### src/rtl/mmio_input_port_pkg.sv
// Shared bus definitions for the memory-mapped input responder: bus command
// encodings, default register addresses and a small address-decode helper.
package mmio_input_port_pkg;

    typedef enum logic [1:0] {
        MNONE  = 2'b00,
        MREAD  = 2'b01,
        MWRITE = 2'b10
    } mem_cmd_e;

    localparam logic [8:0] SW_ADDR_DEF  = 9'h140;
    localparam logic [8:0] KEY_ADDR_DEF = 9'h141;

    // Only MREAD is answered; MWRITE to these addresses is deliberately inert.
    function automatic logic is_read_of(input logic [1:0] cmd,
                                        input logic [8:0] addr,
                                        input logic [8:0] target);
        return (cmd == MREAD) && (addr == target);
    endfunction

endpackage

### src/rtl/mmio_input_port_if.sv
// CPU memory-bus slice seen by the input port: command/address towards the
// port, registered read data and valid back to the CPU.
interface mmio_input_port_if;
    logic [1:0]  mem_cmd;
    logic [8:0]  mem_addr;
    logic [15:0] rd_data;
    logic        rd_valid;

    modport master (
        output mem_cmd,
        output mem_addr,
        input  rd_data,
        input  rd_valid
    );

    modport slave (
        input  mem_cmd,
        input  mem_addr,
        output rd_data,
        output rd_valid
    );
endinterface

### src/rtl/mmio_input_port_debounce_bit.sv
// One input bit: two-flop synchroniser followed by a hold-time debouncer.
// stable_next exposes the value stable takes on the coming edge.
module debounce_bit #(
    parameter int   DEBOUNCE_CYCLES = 500000,
    parameter logic RESET_VAL       = 1'b0
) (
    input  logic clk,
    input  logic reset,
    input  logic raw,
    output logic stable,
    output logic stable_next
);

    localparam int               CNT_W    = $clog2(DEBOUNCE_CYCLES);
    localparam logic [CNT_W-1:0] CNT_LAST = CNT_W'(DEBOUNCE_CYCLES - 1);

    logic             meta_reg;
    logic             sync_reg;
    logic             stable_reg;
    logic [CNT_W-1:0] cnt_reg;
    logic [CNT_W-1:0] cnt_next;

    // Any return to the stable value restarts the hold count from zero.
    always_comb begin
        cnt_next    = '0;
        stable_next = stable_reg;
        if (sync_reg != stable_reg) begin
            if (cnt_reg == CNT_LAST) begin
                stable_next = sync_reg;
            end else begin
                cnt_next = cnt_reg + CNT_W'(1);
            end
        end
    end

    always_ff @(posedge clk) begin
        if (reset) begin
            meta_reg   <= RESET_VAL;
            sync_reg   <= RESET_VAL;
            stable_reg <= RESET_VAL;
            cnt_reg    <= '0;
        end else begin
            meta_reg   <= raw;
            sync_reg   <= meta_reg;
            stable_reg <= stable_next;
            cnt_reg    <= cnt_next;
        end
    end

    assign stable = stable_reg;

endmodule

### src/rtl/mmio_input_port.sv
// Memory-mapped switch/key input port with one-cycle registered reads.
// Define INPUT_PORT_EVENT_EN to add sticky, read-to-clear key press events.
module mmio_input_port
    import mmio_input_port_pkg::*;
#(
    parameter int         DEBOUNCE_CYCLES = 500000,
    parameter logic [8:0] SW_ADDR         = SW_ADDR_DEF,
    parameter logic [8:0] KEY_ADDR        = KEY_ADDR_DEF
) (
    input  logic                 clk,
    input  logic                 reset,
    input  logic [9:0]           SW,
    input  logic [3:0]           KEY,
    mmio_input_port_if.slave     bus
);

    logic [9:0]  sw_stable;
    logic [9:0]  sw_stable_next;
    logic [3:0]  key_stable;
    logic [3:0]  key_stable_next;
    logic [3:0]  key_level;
    logic [3:0]  key_event_bits;
    logic        rd_sw;
    logic        rd_key;
    logic [15:0] rd_data_reg;
    logic [15:0] rd_data_next;
    logic        rd_valid_reg;
    logic        rd_valid_next;

    genvar gi;
    generate
        for (gi = 0; gi < 10; gi++) begin : g_sw
            debounce_bit #(
                .DEBOUNCE_CYCLES(DEBOUNCE_CYCLES),
                .RESET_VAL      (1'b0)
            ) u_db (
                .clk        (clk),
                .reset      (reset),
                .raw        (SW[gi]),
                .stable     (sw_stable[gi]),
                .stable_next(sw_stable_next[gi])
            );
        end
        // Keys idle high, so their synchronisers reset to "released".
        for (gi = 0; gi < 4; gi++) begin : g_key
            debounce_bit #(
                .DEBOUNCE_CYCLES(DEBOUNCE_CYCLES),
                .RESET_VAL      (1'b1)
            ) u_db (
                .clk        (clk),
                .reset      (reset),
                .raw        (KEY[gi]),
                .stable     (key_stable[gi]),
                .stable_next(key_stable_next[gi])
            );
        end
    endgenerate

    assign key_level = ~key_stable;
    assign rd_sw     = is_read_of(bus.mem_cmd, bus.mem_addr, SW_ADDR);
    assign rd_key    = is_read_of(bus.mem_cmd, bus.mem_addr, KEY_ADDR);

`ifdef INPUT_PORT_EVENT_EN
    logic [3:0] key_event_reg;
    logic [3:0] key_event_next;
    logic       unused_sw_next;

    assign unused_sw_next = ^sw_stable_next;

    // A press landing on the same edge as a clearing read survives (set wins).
    always_comb begin
        key_event_next = key_event_reg;
        if (rd_key) begin
            key_event_next = '0;
        end
        key_event_next = key_event_next | (key_stable & ~key_stable_next);
    end

    always_ff @(posedge clk) begin
        if (reset) begin
            key_event_reg <= '0;
        end else begin
            key_event_reg <= key_event_next;
        end
    end

    assign key_event_bits = key_event_reg;
`else
    logic unused_next;

    assign unused_next    = ^{sw_stable_next, key_stable_next};
    assign key_event_bits = 4'b0000;
`endif

    always_comb begin
        rd_valid_next = 1'b0;
        rd_data_next  = '0;
        if (rd_sw) begin
            rd_valid_next = 1'b1;
            rd_data_next  = {6'b0, sw_stable};
        end else if (rd_key) begin
            rd_valid_next = 1'b1;
            rd_data_next  = {8'b0, key_level, key_event_bits};
        end
    end

    always_ff @(posedge clk) begin
        if (reset) begin
            rd_data_reg  <= '0;
            rd_valid_reg <= 1'b0;
        end else begin
            rd_data_reg  <= rd_data_next;
            rd_valid_reg <= rd_valid_next;
        end
    end

    assign bus.rd_data  = rd_data_reg;
    assign bus.rd_valid = rd_valid_reg;

endmodule

### src/flat_wrapper.sv
// flat-port wrapper written by rule: the top's interface ports become plain ports
module mmio_input_port_flat import mmio_input_port_pkg::*;
#(
    parameter int         DEBOUNCE_CYCLES = 500000,
    parameter logic [8:0] SW_ADDR         = SW_ADDR_DEF,
    parameter logic [8:0] KEY_ADDR        = KEY_ADDR_DEF
)
  (clk, reset, SW, KEY, bus_mem_cmd, bus_mem_addr, bus_rd_data, bus_rd_valid);
  mmio_input_port_if bus_i ();
  input  logic clk;
  input  logic reset;
  input  logic [9:0] SW;
  input  logic [3:0] KEY;
  input wire logic [$bits(bus_i.mem_cmd)-1:0] bus_mem_cmd;
  input wire logic [$bits(bus_i.mem_addr)-1:0] bus_mem_addr;
  output wire logic [$bits(bus_i.rd_data)-1:0] bus_rd_data;
  output wire logic [$bits(bus_i.rd_valid)-1:0] bus_rd_valid;
  assign bus_i.mem_cmd = bus_mem_cmd;
  assign bus_i.mem_addr = bus_mem_addr;
  assign bus_rd_data = bus_i.rd_data;
  assign bus_rd_valid = bus_i.rd_valid;
  mmio_input_port #(.DEBOUNCE_CYCLES(DEBOUNCE_CYCLES), .SW_ADDR(SW_ADDR), .KEY_ADDR(KEY_ADDR)) u_core (.clk(clk), .reset(reset), .SW(SW), .KEY(KEY), .bus(bus_i));
endmodule
### config.mk
export PLATFORM = sky130hd
export DESIGN_NAME = mmio_input_port_flat
export DESIGN_NICKNAME = d
export VERILOG_FILES = /design/src/rtl/mmio_input_port_pkg.sv /design/src/rtl/mmio_input_port_if.sv /design/src/rtl/mmio_input_port_debounce_bit.sv /design/src/rtl/mmio_input_port.sv /design/src/flat_wrapper.sv
export SDC_FILE = /design/constraint.sdc
export NUM_CORES = 1
export LEC_CHECK = 0
export ABC_CLOCK_PERIOD_IN_PS = 2100
export CORE_MARGIN = 2
export CORE_UTILIZATION = 25
export CTS_CLUSTER_SIZE = 25
export DETAILED_ROUTE_END_ITERATION = 12
export SETUP_SLACK_MARGIN = 0.05
export SLEW_MARGIN = 10
export SYNTH_ARGS = -nofsm -noshare
export SYNTH_HDL_FRONTEND = slang
export SYNTH_SLANG_ARGS = --single-unit
### constraint.sdc
create_clock -name clk -period 2.1 [get_ports clk]
set_input_delay 0.42 -clock clk [delete_from_list [all_inputs] [get_ports clk]]
set_output_delay 0.42 -clock clk [all_outputs]
set_load 0.02 [all_outputs]
Word level (Yosys, flattened, before mapping)
Index checks and enable logic that the tools add are counted. Widths: inputs -> output; s select.

Flip-flop bits (word level): 325. Input bits: 27. Output and inout bits: 17. Logic and storage cells: 154.

Add/subtract/negate cells: 14. Equality and inequality tests: 31. Multiplexer cells: 4. Bitwise logic cells: 15. Reduce and logical (&&, ||, !) cells: 31.

Operators by type and width (count): $add 19x1->19 const B (14); $eq 19x19->1 const B (14); $reduce_or 3->1 (14); $reduce_and 2->1 (14); $eq 9x9->1 const B (2); $ne 1x1->1 (14); $not 1->1 (14); $mux 10 (1); $mux 8 (1); $not 4->4 (1); $eq 2x1->1 const B (1); $logic_and 1x1->1 (2); $mux 1 (2); $reduce_or 2->1 (1).

Longest topological paths before layout
Gate-level depths: netlist of run 1.

Depth after elaboration: 4. Mapped depth: 7. Depth with buffers taken out: 5.

Modules after synthesis
Synthesis of run 1 repeated with hierarchy kept, for this count alone.

Cell total of the unflattened synthesis: 1588. Area, all modules: 14351.3 µm².

By module, submodules not included: debounce_bit at u_core.g_sw[0].u_db ... (instances 10, cells each 109, area each 985.9 µm², seq. area each 440.4 µm²); debounce_bit at u_core.g_key[0].u_db ... (instances 4, cells each 112, area each 980.9 µm², seq. area each 440.4 µm²); mmio_input_port (instances 1, cells each 50, area each 568.0 µm², seq. area each 220.2 µm²).

Worst setup path after synthesis of run 1
No wires, ideal clock.

Path kind: reg2reg. Start: reg u_core.g_key[0].u_db.cnt_reg[0]. End: reg u_core.g_key[0].u_db.cnt_reg[10]. Setup time: 117 ps. Arrival time: 1721 ps. Data required time: 1983 ps. Setup slack: 262 ps. Stages on the path, launching flop included: 7. Buffers on the path: 1. Period minus slack after synthesis: 1838 ps. Cells stage by stage: dfxtp_1 ha_1 nand4_1 or3_4 o21ai_2 buf_2 nor2_1.

Word-level cells in the longest chain between the ends: 2. Elaborated cells between the ends (all ways): 3. Those cells by class: 1 x add/sub; 1 x eq/ne; 1 x reduce/logical.

Ends and longest elaborated chain: start, declared (RTL line mmio_input_port_debounce_bit.sv:20) `logic [CNT_W-1:0] cnt_reg;`; start signal, assigned (RTL line mmio_input_port_debounce_bit.sv:46) `cnt_reg <= cnt_next;`; parallel branches: the longest is 2 deep, another holds $add 19x1->19.

Parallel ways; which one is timed is not known. A chain may end at the register's enable or synchronous reset.

Worst setup path after layout of run 1
Start: reg u_core.rd_data_reg[3] (netlist: u_core.bus.rd_data[3]). End: out bus_rd_data[3].

RTL lines: start, declared (RTL line mmio_input_port.sv:25) `logic [15:0] rd_data_reg;`; start signal, assigned (RTL line mmio_input_port.sv:112) `rd_data_reg <= rd_data_next;`; end, declared (RTL line flat_wrapper.sv:16) `output wire logic [$bits(bus_i.rd_data)-1:0] bus_rd_data;`.

No word-level cell between the ends.

==> results of run 1 <==
-- layout make-up --
type | instances | area [sq um] | share of cell area, %
clock buffers | 56 | 1120 | 6.80
clock inverters | 6 | 108 | 0.655
inverters | 61 | 229 | 1.39
multi-input cells | 1143 | 7040 | 42.8
flip-flops and latches | 319 | 6390 | 38.9
well taps | 748 | 936 | 5.69
repair buffers | 66 | 618 | 3.76
-- power groups by stage --
stage	sequential [W]	combinational [W]	clock, W
after floorplan	0.00623	0.000112	0
after global placement	0.00624	0.000201	0
after detailed placement	0.00624	0.000204	0
after CTS	0.00610	0.000204	0.00668
after global routing	0.00610	0.000222	0.00689
final	0.00610	0.000199	0.00642
-- cells in the final DEF (no fill, tap or decap), types with 6 or more instances in the layout --
master	count
nor2b_1	21
and3_1	13
clkbuf_1	7
a21oi_1	73
nand4_1	55
xor2_1	81
or2_2	19
or4_1	31
nor2_1	220
nor4b_1	25
o21ai_0	40
dfxtp_1	318
buf_4	26
clkbuf_8	12
and2_1	11
nand3_1	91
o31ai_1	32
xnor2_1	105
and4_1	19
inv_1	60
clkdlybuf4s50_1	34
nand2_1	95
conb_1	6
clkbuf_16	37
ha_1	13
or3_1	57
nor3_1	27
nor4_1	45
-- timing repair --
| action | CTS | global route |
|---|---|---|
| buffers inserted | 0 | 2 |
| pin swaps | 0 | 1 |
| resized for setup | 2 | 4 |
| hold buffers | 0 | 0 |
| setup endpoints to repair | 2 | 13 |
-- final timing paths --
path	startpoint	end	slack, ns	depth (start not counted)
worst max-delay path	u_core.bus.rd_data[3]	bus_rd_data[3]	0.15	1
worst min-delay path	reset	u_core.g_sw[1].u_db.sync_reg	0.34	3
worst max register to register	u_core.g_key[0].u_db.cnt_reg[1]	u_core.g_key[0].u_db.cnt_reg[18]	0.21	5
worst min register to register	u_core.g_key[0].u_db.meta_reg	u_core.g_key[0].u_db.sync_reg	0.41	1
-- kinds of logic (layout without fill, tap and decap cells) --
kind of cell,count (synthesis),count (layout),synth area share (%)
AOI/OAI and AO/OA,177,177,8.05
xor gates and xnor gates,186,186,11.7
adders and majority gates,14,14,1.26
buffers and inverters,113,189,3.43
DFF,319,319,46.1
other,1,6,0.0270
and+or+nand+nor,760,760,29.4
-- per-layer routing --
layer / global-route usage, % / wire length (microns) / part of all wire [%]
met5: 0 / 27 / 0.097
met4: 3.54 / 734 / 2.6
met3: 1.94 / 894 / 3.2
met2: 16.7 / 13200 / 47
met1: 12.1 / 13000 / 47
-- through the flow --
stage          total power (W)  cell area (sq um)  util [%]
3_3_place_gp           0.00644              15200      27.6
2_1_floorplan          0.00634              13900         -
3_5_place_dp           0.00644              15200      27.6
5_1_grt                 0.0132              16400      29.9
4_1_cts                 0.0130              16400      29.8
6_report                0.0127              16400      29.9
-- worst register-to-register path: stages, from the launching register on --
cell      delay [ns]
dfxtp_1         0.38
ha_4            0.17
nand4_1         0.19
or3_4           0.47
or3_1           0.36
a311oi_1        0.24
==> impl_metrics.py, run 1 <==
metrics = {
    "yosys": {
        "ys.warnings.count": 0,
        "synth_common_cells": "dfxtp_1 (319), nor2_1 (220), xnor2_1 (105)",
        "ys_seq_area_share_pct": 46.1,
        "synthArstFlopShare_pct": 0,
        "synth_cells": 1570,
        "post-synth-top-count-cell": "dfxtp_1",
        "yosysTopAreaCellShare_pct": 46.1,
        "syn-cell-area_sq_mm": 0.0139,
        "syn_avg_cell_area_sq_um": 8.83,
        "yosys.area.top_type": "dfxtp_1",
        "synth_area_leaders": "dfxtp_1 (46%), xnor2_1 (6.6%), nor2_1 (6.0%)",
        "synth-main-ff-cell": "dfxtp_1",
        "synth-seq-cells": 319,
        "synth_cell_types": 59,
        "synth_edf_count": 0,
    },
    "critical_path": {
        "path_class": "reg -> out",
        "crit_buf_inv": 1,
        "critPathRequiredTime_ns": 1.68,
        "crit_path_start_kind": "flip-flop",
        "cp.arrival_ns": 1.53,
        "end_kind": "primary output",
        "path_max_fanout": 1,
        "cp_cell_sequence": "clkdlybuf4s50_1",
        "crit_family": "buffers and inverters",
        "slowest_delay_ns": 0.63,
        "cp_slowest_cell": "clkdlybuf4s50_1",
    },
    "grt": {
        "grt_pass1_vias": 10204,
        "gr-usage-all-layers_pct": 9.75,
        "grt_overflow": 0,
        "grt_max_degree": 21,
        "grt_pass1_wl_microns": 47600,
        "antenna_found_initial": 2,
    },
    "die": {
        "io_pins": 44,
        "fp.dieH_microns": 240,
        "core_sq_mm": 0.0550,
        "rows": 86,
        "fp.dieArea_sq_mm": 0.0574,
        "start_util_pct": 25.2,
        "die_w_microns": 240,
    },
    "status": {
        "status": "finished clean",
    },
    "final_layout": {
        "drive_gt1_share_pct": 8.48,
        "instances_no_fill": 2399,
        "largest_reg_flops": 190,
        "fillCellCount": 5697,
        "n_antenna_cell": 0,
        "nNetsFinal": 1668,
        "area.growth.synth_to_final_pct": 18.5,
    },
    "sta": {
        "slew_headroom_pct": 55.9,
        "clock-skew-final_ns": 0.0118,
        "hold_slack_ns": 0.342,
        "setup_tns_ns": 0,
        "fmax_ghz": 0.513,
        "report.final.slew_viol_count": 0,
        "period_share_pct": 92.9,
        "finalSetupViolations": 0,
        "finalHoldViolCount": 0,
        "min_period_ns": 1.95,
        "rsz0062_at_grt": "no",
        "worst_slew_pin_slew_ns": 0.655,
        "fin_ws_ns": 0.150,
    },
    "drt": {
        "avgRoutedWirePerCell_microns": 11.6,
        "drt-initial-drc-count": 675,
        "drt_drc_violations_left": 0,
        "wl_microns": 27900,
        "vias": 10791,
        "via_per_inst": 4.50,
        "drtPass1Iterations": 6,
        "ant_nets": 0,
    },
    "power_and_ir_drop": {
        "comb_power_share_pct": 1.6,
        "power_frac_clock_pct": 50.5,
        "swShare_pct": 19.9,
        "internal_power_w": 0.0102,
        "power_density_mw_per_mm2": 774,
        "peakVddDrop_v": 0.000434,
        "p_leak_nw": 4.82,
        "p_seq_share_pct": 48.0,
        "power.switching_w": 0.00254,
    },
    "min_path": {
        "min_path_type": "in -> reg",
    },
    "job": {
        "maxCapViolCount": 0,
    },
    "clocking": {
        "cts_sinks": 319,
        "cts_buffers": 36,
        "cts-root-buf": "clkbuf_16",
        "max-clock-path-buffers": 3,
        "clkLatencyLatePin_ns": 0.51,
        "cts.clk_slew.worst_paths_ns": 0.06,
        "cts_tree": "done",
        "htreeDepth": 2,
    },
    "placement": {
        "portBuffers": 37,
        "gp_congestion": 0.767,
        "dpl.cell_count": 2335,
        "dp_slack_ns": 0.109,
        "dp_hpwl_microns": 19700,
    },
}
(Power assumes the default switching activity.)
==> run 2, diff against run 1 <==
--- a/config.mk
+++ b/config.mk
@@ -5,11 +5,13 @@
 export SDC_FILE = /design/constraint.sdc
 export NUM_CORES = 1
 export LEC_CHECK = 0
-export ABC_CLOCK_PERIOD_IN_PS = 2100
+export ABC_CLOCK_PERIOD_IN_PS = 2000
 export CORE_MARGIN = 2
 export CORE_UTILIZATION = 25
 export CTS_CLUSTER_SIZE = 25
 export DETAILED_ROUTE_END_ITERATION = 12
+export HOLD_SLACK_MARGIN = 0.1
+export PLACE_DENSITY = 0.39
 export SETUP_SLACK_MARGIN = 0.05
 export SLEW_MARGIN = 10
 export SYNTH_ARGS = -nofsm -noshare
==> constraint.sdc (replaced) <==
create_clock -name clk -period 2 [get_ports clk]
set_input_delay 0.4 -clock clk [delete_from_list [all_inputs] [get_ports clk]]
set_output_delay 0.4 -clock clk [all_outputs]
set_load 0.02 [all_outputs]
==> impl_metrics.py, run 2 (synthesis results as in run 1) <==
metrics = {
    "power_and_ir_drop": {
        "p_leak_nw": 5.17,
        "power.total_w": 0.0139,
        "power_density_mw_per_mm2": 819,
        "peakVddDrop_v": 0.000490,
    },
    "drt": {
        "ant_nets": 0,
        "drt_drc_violations_left": 0,
        "drtPass1Iterations": 5,
        "vias": 10973,
        "via_per_inst": 4.48,
        "wl_microns": 30500,
        "avgRoutedWirePerCell_microns": 12.5,
        "drt-initial-drc-count": 495,
    },
    "critical_path": {
        "crit_buf_inv": 1,
        "critPathRequiredTime_ns": 1.60,
        "cp_cell_sequence": "clkdlybuf4s50_1",
        "cp_slowest_cell": "clkdlybuf4s50_1",
        "end_kind": "primary output",
        "cp.arrival_ns": 1.48,
        "slowest_delay_ns": 0.61,
        "path_class": "reg -> out",
        "rr_worst_depth": 5,
        "crit_cells": 1,
        "crit_family": "buffers and inverters",
        "crit_path_start_kind": "flip-flop",
        "path_max_fanout": 1,
    },
    "final_layout": {
        "largest_reg_flops": 190,
        "layout_common_cells": "dfxtp_1 (319), nor2_1 (220), xnor2_1 (105)",
        "n_antenna_cell": 0,
        "nNetsFinal": 1717,
        "fillCellCount": 5806,
        "layout.cells.most_common": "dfxtp_1",
        "area.growth.synth_to_final_pct": 22.2,
        "drive_gt1_share_pct": 11.0,
    },
    "sta": {
        "report.final.slew_viol_count": 0,
        "min_period_ns": 1.88,
        "worst_slew_pin_slew_ns": 0.565,
        "rsz0062_at_grt": "no",
        "finalSetupViolations": 0,
        "setup_tns_ns": 0,
        "finalHoldViolCount": 0,
        "slew_headroom_pct": 61.8,
        "clock-skew-final_ns": 0.0238,
        "fmax_ghz": 0.532,
        "period_share_pct": 94.0,
    },
    "job": {
        "maxCapViolCount": 0,
    },
    "die": {
        "io_pins": 44,
        "core_sq_mm": 0.0550,
        "rows": 86,
        "die_w_microns": 240,
        "fp.dieH_microns": 240,
        "fp.dieArea_sq_mm": 0.0574,
        "start_util_pct": 25.2,
    },
    "clocking": {
        "clkLatencyLatePin_ns": 0.57,
        "htreeDepth": 2,
        "cts_setup_buffers": 0,
        "cts_sinks": 319,
        "cts_buffers": 40,
        "cts_tree": "done",
        "max-clock-path-buffers": 3,
        "cts-root-buf": "clkbuf_16",
        "cts.clk_slew.worst_paths_ns": 0.05,
    },
    "placement": {
        "gp_congestion": 0.747,
        "dp_hpwl_microns": 21000,
        "portBuffers": 37,
    },
    "min_path": {
        "worstHoldPathCells": 3,
        "min_path_type": "in -> reg",
    },
    "grt": {
        "gr-usage-all-layers_pct": 10.8,
        "antenna_found_initial": 0,
        "grt_pass1_wl_microns": 51700,
        "grt_pass1_vias": 10505,
        "grt_max_degree": 29,
        "grt_overflow": 0,
    },
    "status": {
        "status": "finished clean",
    },
}
==> run 2: final timing paths <==
kind / start / end / slack (ns)
max: u_core.bus.rd_data[5] / bus_rd_data[5] / 0.12
min: reset / u_core.g_sw[9].u_db.meta_reg / 0.35
max reg2reg: u_core.g_key[0].u_db.cnt_reg[0] / u_core.g_key[0].u_db.cnt_reg[18] / 0.17
min reg2reg: u_core.g_key[0].u_db.meta_reg / u_core.g_key[0].u_db.sync_reg / 0.41
==> run 2: repair_timing <==
action	CTS	global route
resized for setup	5	2
setup endpoints to repair	5	3
hold buffers	0	0
==> run 2: per-stage QoR <==
stage	hold slack (ns)	utilization, %	instances	cell area, sq um	worst slack [ns]
finish	0.349	30.8	2450	16900	0.119
global route	0.336	30.8	2450	16900	0.0510
CTS	0.332	30.8	2450	16900	0.0556
detailed placement	0.395	28.4	2382	15600	0.165
global placement	0.397	28.4	2382	15600	0.155
floorplan	0.389	-	1575	13900	0.162
==> run 2: routing by layer <==
| metal | track usage (%) | wire (microns) |
|---|---|---|
| met4 | 3.37 | 643 |
| met3 | 2.90 | 1360 |
| met2 | 17.1 | 13200 |
| met5 | 0 | 0 |
| met1 | 14.4 | 15300 |
==> run 2: cell type report <==
class / count / area, sq um / share of cell area, %
Clock buffer: 55 / 1120 / 6.60
Inverter: 61 / 229 / 1.35
Multi-Input combinational cell: 1143 / 7030 / 41.5
Tap cell: 748 / 936 / 5.52
Clock inverter: 13 / 201 / 1.19
Sequential cell: 319 / 6390 / 37.7
Timing Repair Buffer: 111 / 1040 / 6.15
==> run 2: tightest hold or removal path, cell delays in order <==
cell and delay [ns]:
buf_2 0.16, buf_12 0.19, nor2b_1 0.10
==> run 2: where the power goes <==
group | internal [W] | total (W) | switching, W
registers | 0.00639 | 0.00641 | 0.0000207
logic | 0.000110 | 0.000227 | 0.000117
clock network | 0.00443 | 0.00724 | 0.00281
total | 0.0109 | 0.0139 | 0.00294
==> run 3, diff against run 2 <==
--- a/config.mk
+++ b/config.mk
@@ -10,7 +10,7 @@
 export CORE_UTILIZATION = 25
 export CTS_CLUSTER_SIZE = 25
 export DETAILED_ROUTE_END_ITERATION = 12
-export HOLD_SLACK_MARGIN = 0.1
+export GPL_TIMING_DRIVEN = 0
 export PLACE_DENSITY = 0.39
 export SETUP_SLACK_MARGIN = 0.05
 export SLEW_MARGIN = 10
==> impl_metrics.py, run 3 (synthesis results as in run 1) <==
metrics = {
    "final_layout": {
        "layout_common_cells": "dfxtp_1 (298), nor2_1 (219), xnor2_1 (105)",
        "drive_gt1_share_pct": 12.8,
        "layout.cells.most_common": "dfxtp_1",
        "nNetsFinal": 1712,
        "instances_no_fill": 2446,
        "area.growth.synth_to_final_pct": 22.1,
        "largest_reg_flops": 190,
        "n_antenna_cell": 0,
    },
    "sta": {
        "slew_headroom_pct": 54.6,
        "clock-skew-final_ns": 0.0137,
        "worst_slew_pin_slew_ns": 0.681,
        "min_period_ns": 1.93,
        "hold_slack_ns": 0.316,
        "setup_tns_ns": 0,
        "finalHoldViolCount": 0,
        "finalSetupViolations": 0,
        "rsz0062_at_grt": "yes",
        "period_share_pct": 96.5,
        "report.final.slew_viol_count": 0,
        "fmax_ghz": 0.518,
    },
    "clocking": {
        "clkLatencyLatePin_ns": 0.54,
        "htreeDepth": 2,
        "cts.clk_slew.worst_paths_ns": 0.05,
        "cts-root-buf": "clkbuf_16",
        "cts_buffers": 40,
        "cts_tree": "done",
        "cts_sinks": 319,
        "postCtsHoldBufs": 0,
        "max-clock-path-buffers": 3,
    },
    "min_path": {
        "worstHoldPathCells": 3,
        "min-delay-start": "bus_mem_addr[0]",
        "hold_end": "u_core.bus.rd_data[6]",
        "min_path_type": "in -> reg",
    },
    "die": {
        "rows": 86,
        "die_w_microns": 240,
        "start_util_pct": 25.2,
        "fp.dieH_microns": 240,
        "fp.dieArea_sq_mm": 0.0574,
        "core_sq_mm": 0.0550,
        "io_pins": 44,
    },
    "drt": {
        "via_per_inst": 4.46,
        "avgRoutedWirePerCell_microns": 12.7,
        "drt-initial-drc-count": 450,
        "drt_drc_violations_left": 0,
        "wl_microns": 31100,
        "vias": 10916,
        "drtPass1Iterations": 4,
        "ant_nets": 0,
    },
    "critical_path": {
        "path_class": "reg -> reg",
        "rrSetupSlack_ns": 0.07,
        "crit_path_start_kind": "flip-flop",
        "critPathRequiredTime_ns": 2.42,
        "cp_cell_sequence": "or4b_1 -> or4_4 -> o21bai_4 -> buf_6 -> nor2_1",
        "rr_worst_depth": 5,
        "r2r_start": "u_core.g_sw[2].u_db.cnt_reg[11]",
        "cp.arrival_ns": 2.35,
        "r2r-end": "u_core.g_sw[2].u_db.cnt_reg[11]",
        "slowest_delay_ns": 0.56,
        "end_kind": "flip-flop",
        "cp_slowest_cell": "or4_4",
        "path_max_fanout": 10,
    },
    "grt": {
        "grt_pass1_wl_microns": 52400,
        "grt_max_degree": 12,
        "antenna_found_initial": 2,
        "grt_overflow": 0,
        "grt_pass1_vias": 10516,
        "gr-usage-all-layers_pct": 11.0,
    },
    "placement": {
        "dp_hpwl_microns": 21000,
        "gp_congestion": 0.751,
        "portBuffers": 36,
        "dpl.cell_count": 2359,
    },
    "job": {
        "maxCapViolCount": 0,
    },
    "power_and_ir_drop": {
        "power_density_mw_per_mm2": 815,
        "peakVddDrop_v": 0.000463,
        "p_leak_nw": 5.04,
    },
    "status": {
        "status": "finished clean",
    },
}
==> run 3: cell types whose count changed in the layout (fill, tap and decap cells not counted), moves of 6 or more <==
cell,before,now
dfxtp_2,0,21
buf_4,64,37
o21bai_4,1,7
clkbuf_1,9,25
buf_12,10,0
dfxtp_1,319,298
==> run 3: final cells by class <==
| type | count | area (sq um) |
|---|---|---|
| Buffer | 41 | 224 |
| Clock buffer | 61 | 1210 |
| Clock inverter | 8 | 90.1 |
| Fill cell | 5759 | 38100 |
| Inverter | 61 | 230 |
| Multi-Input combinational cell | 1143 | 7230 |
| Sequential cell | 319 | 6410 |
| Tap cell | 748 | 936 |
| Timing Repair Buffer | 65 | 588 |
==> run 3: power by group <==
group | switching, W | internal, W
logic | 0.000130 | 0.000110
clock network | 0.00275 | 0.00440
registers | 0.0000193 | 0.00639
==> run 3: through the flow <==
step / utilization (%) / setup slack (ns) / total power [W] / instance area, sq um
finish: 30.8 / 0.0709 / 0.0138 / 16900
detailed placement: 27.6 / -1.76 / 0.00678 / 15200
floorplan: - / 0.162 / 0.00666 / 13900
CTS: 30.3 / 0.0509 / 0.0141 / 16700
global route: 30.8 / 0.0152 / 0.0144 / 16900
global placement: 27.6 / -1.75 / 0.00678 / 15200
==> run 3: worst max-delay path: cells and delay by family, from the launching register on <==
family	cells	cell delay, ns
compound gates	1	0.20
simple gates	3	1.12
buf+inv	1	0.17
flops	1	0.32
==> run 3: timing repair <==
| item | in CTS | in global routing |
|---|---|---|
| pin swaps | 12 | 17 |
| endpoints found under the setup margin | 275 | 191 |
| buffers inserted | 11 | 18 |
| resized for setup | 28 | 53 |
==> run 3: worst max-delay path by stage <==
stage | to | slack, ns | from
2_1_floorplan | u_core.g_key[0].u_db.cnt_reg[10] | 0.16 | u_core.g_key[0].u_db.cnt_reg[0]
3_3_place_gp | u_core.g_key[2].u_db.cnt_reg[11] | -1.75 | reset
3_5_place_dp | u_core.g_key[2].u_db.cnt_reg[13] | -1.76 | reset
4_1_cts | u_core.g_sw[1].u_db.cnt_reg[9] | 0.05 | u_core.g_sw[1].u_db.cnt_reg[12]
5_1_grt | u_core.g_sw[2].u_db.cnt_reg[11] | 0.02 | u_core.g_sw[2].u_db.cnt_reg[11]
6_report | u_core.g_sw[2].u_db.cnt_reg[11] | 0.07 | u_core.g_sw[2].u_db.cnt_reg[11]
==> run 3: routing by layer <==
| metal | vias to the layer above | GRT usage (%) | share of wire (%) |
|---|---|---|---|
| met5 | - | 0 | 0 |
| met4 | 0 | 3.41 | 2.2 |
| met3 | 47 | 2.64 | 3.6 |
| met2 | 97 | 17.6 | 44 |
| met1 | 5069 | 14.6 | 50 |
| li1 | 5703 | - | - |
==> RTL edit, RTL diff (flow settings as in run 1) <==
Register the inputs `SW` and `KEY` before use, without a reset. The logic sees them one clock later. The other inputs are not delayed to match.
--- a/src/rtl/mmio_input_port.sv
+++ b/src/rtl/mmio_input_port.sv
@@ -14,4 +14,12 @@
     mmio_input_port_if.slave     bus
 );
+
+    logic [9:0] SW_q;
+    logic [3:0] KEY_q;
+
+    always_ff @(posedge clk) begin
+        SW_q  <= SW;
+        KEY_q <= KEY;
+    end
 
     logic [9:0]  sw_stable;
@@ -37,5 +45,5 @@
                 .clk        (clk),
                 .reset      (reset),
-                .raw        (SW[gi]),
+                .raw        (SW_q[gi]),
                 .stable     (sw_stable[gi]),
                 .stable_next(sw_stable_next[gi])
@@ -50,5 +58,5 @@
                 .clk        (clk),
                 .reset      (reset),
-                .raw        (KEY[gi]),
+                .raw        (KEY_q[gi]),
                 .stable     (key_stable[gi]),
                 .stable_next(key_stable_next[gi])
Formal check against the unedited RTL: same outputs for any inputs over 10 cycles, from zero or initial values and one cycle with reset high; that may be too few to reach the edited logic, so the function may still have changed.
==> RTL edit against run 1 <==
Global-route usage grew 0.20 points; worst setup slack got worse by 6.8 ps; largest power group unchanged; critical endpoint is now bus_rd_data[6]; clock skew fell by 0.57 ps; design area is 2.9% higher; total power is 7.0% higher; die area rose by 1.5%; routed wire length is 3.3% higher; sequential cell count grew 14; largest cell class unchanged; synthesized area grew 1.5%.
==> RTL edit: results (changes against run 1) <==
* Max reg flops at 190 (unchanged)
* Commonest cells in the netlist: dfxtp_1, nor2_1, nand3_1, nand2_1, xnor2_1
* Root buffer cell: clkbuf_16
* Initial antenna violation count at 0 (-2)
* Slew HR at 59.5% (+3.6 points)
* Via density at 4.56 (+1.4%)
* Htree depth at 2 (unchanged)
* CP max stage cell: clkdlybuf4s50_1
* Post-CTS Setup Inserts at 0 (unchanged)
* Buffers on Ports at 37 (unchanged)
* HPWL after DPL at 20000 µm (+1.7%)
* Min-Delay Path Class: in2reg
* Clk_skew at 11.3 ps (-0.572 ps)
* CTS Buf Count at 38 (+5.6%)
* Antenna cells at 0 (unchanged)
* Drt pass-1 iters at 7 (+1)
* 1st-iter DRT viols at 552 (-18%)
* Global-route wire length before repair at 49300 µm (+3.5%)
* Total Wirelength at 28800 µm (+3.3%)
* R2R depth at 5 (unchanged)
* Post-synthesis async set-or-reset flop share at 0% (unchanged)
* Largest net degree at the start of global routing at 39 (+86%)
* Layout cell share with drive strength beyond 1 at 8.59% (+0.11 points)
* Most area-consuming cells after synthesis: dfxtp_1, xnor2_1, nor2_1
* P_sw at 2.71 mW (+6.8%)
* Vias in the first global route at 10700 (+4.5%)
* Dpl ws at 81.4 ps (-28.0 ps)
* CP Max Fanout at 1 (unchanged)
* Post-layout nets at 1699 (+1.9%)
* Clk buf depth at 3 (unchanged)
* Clock transition at path regs at 60 ps (about the same)
* GRT Total Usage at 9.95% (+0.20 points)
* Yosys warnings at 0 (unchanged)
* Post-synthesis sequential area ratio at 47.3% (+1.3 points)
* VDD IR max at 0.000425 V (-2.1%)
* Yosys cell types at 50 (-15%)
* Outcome: complete, no violations
* Leakage at 5.06 nW (+4.8%)
* Clock Latency Late Sink at 530 ps (+20 ps)
* Crit-path max cell delay at 630 ps (about the same)
* GPL Wtd Cong at 0.815 (+6.2%)
* Fillers at 5721 (+0.42%)
* CP top delay family: buffers and inverters
* Hold Path Depth at 1 (-2)
==> RTL edit: cell count changes in the layout (fill, tap and decap cells not counted), sizes merged, moves of 4 or more <==
cell / change
and4: +4
buf: +13
clkinv: +5
dfxtp: +14
inv: -5
nand3: +8
nand4b: +4
nor4b: -4
o31ai: -4
or3: -7
or4: +5
xnor2: -8
xor2: +5
==> RTL edit: power groups by stage <==
| stage | clock network (mW) | registers, mW | logic (mW) |
|---|---|---|---|
| global placement | 0 | 6.53 | 0.196 |
| detailed placement | 0 | 6.53 | 0.199 |
| floorplan | 0 | 6.52 | 0.110 |
| global route | 7.53 | 6.39 | 0.218 |
| finish | 7.04 | 6.39 | 0.196 |
| CTS | 7.28 | 6.39 | 0.200 |
==> RTL edit: timing repair <==
item,in CTS,in global routing
hold endpoints to repair,0,0
resized for setup,0,3
endpoints found under the setup margin,0,18
hold buffers,0,0
==> RTL edit: area by class of cell <==
type,instances,area share [%]
Clock buffer,55,6.85
Clock inverter,15,1.24
Inverter,55,1.22
Multi-Input combinational cell,1151,41.5
Sequential cell,333,39.4
Tap cell,748,5.53
Timing Repair Buffer,79,4.25
==> RTL edit: metrics by stage <==
stage	hold WS, ps	cell area (µm²)	total power [mW]	utilization (%)	cells
6_report	333	16900	13.6	30.5	2436
3_5_place_dp	398	15500	6.73	28.0	2366
5_1_grt	314	16900	14.1	30.5	2436
3_3_place_gp	392	15500	6.72	28.0	2366
4_1_cts	302	16900	13.9	30.5	2436
2_1_floorplan	389	14100	6.63	-	1587
==> RTL edit: routing by layer <==
layer | vias up | global-route usage (%) | part of all wire, % | wire length [µm]
met1 | 5179 | 13.0 | 49 | 14000
met5 | - | 0 | 0 | 0
met4 | 0 | 3.54 | 2.5 | 730
met3 | 52 | 1.80 | 3.4 | 987
li1 | 5728 | - | - | -
met2 | 153 | 16.4 | 45 | 13100
==> RTL edit: final timing paths <==
path | slack, ps | start | endpoint
min | 330 | SW[6] | u_core.SW_q[6]
min reg2reg | 400 | u_core.g_key[2].u_db.meta_reg | u_core.g_key[2].u_db.sync_reg
max | 140 | u_core.bus.rd_data[6] | bus_rd_data[6]
max reg2reg | 150 | u_core.g_key[0].u_db.cnt_reg[11] | u_core.g_key[0].u_db.cnt_reg[15]
==> RTL edit: kinds of logic after synthesis <==
family / synth area share (%)
and+or+nand+nor: 29.1
DFF: 47.3
xor gates and xnor gates: 11.4
AOI/OAI and AO/OA: 7.85
buffers and inverters: 3.01
adders and majority gates: 1.24
other: 0.0266
muxes: 0.0711
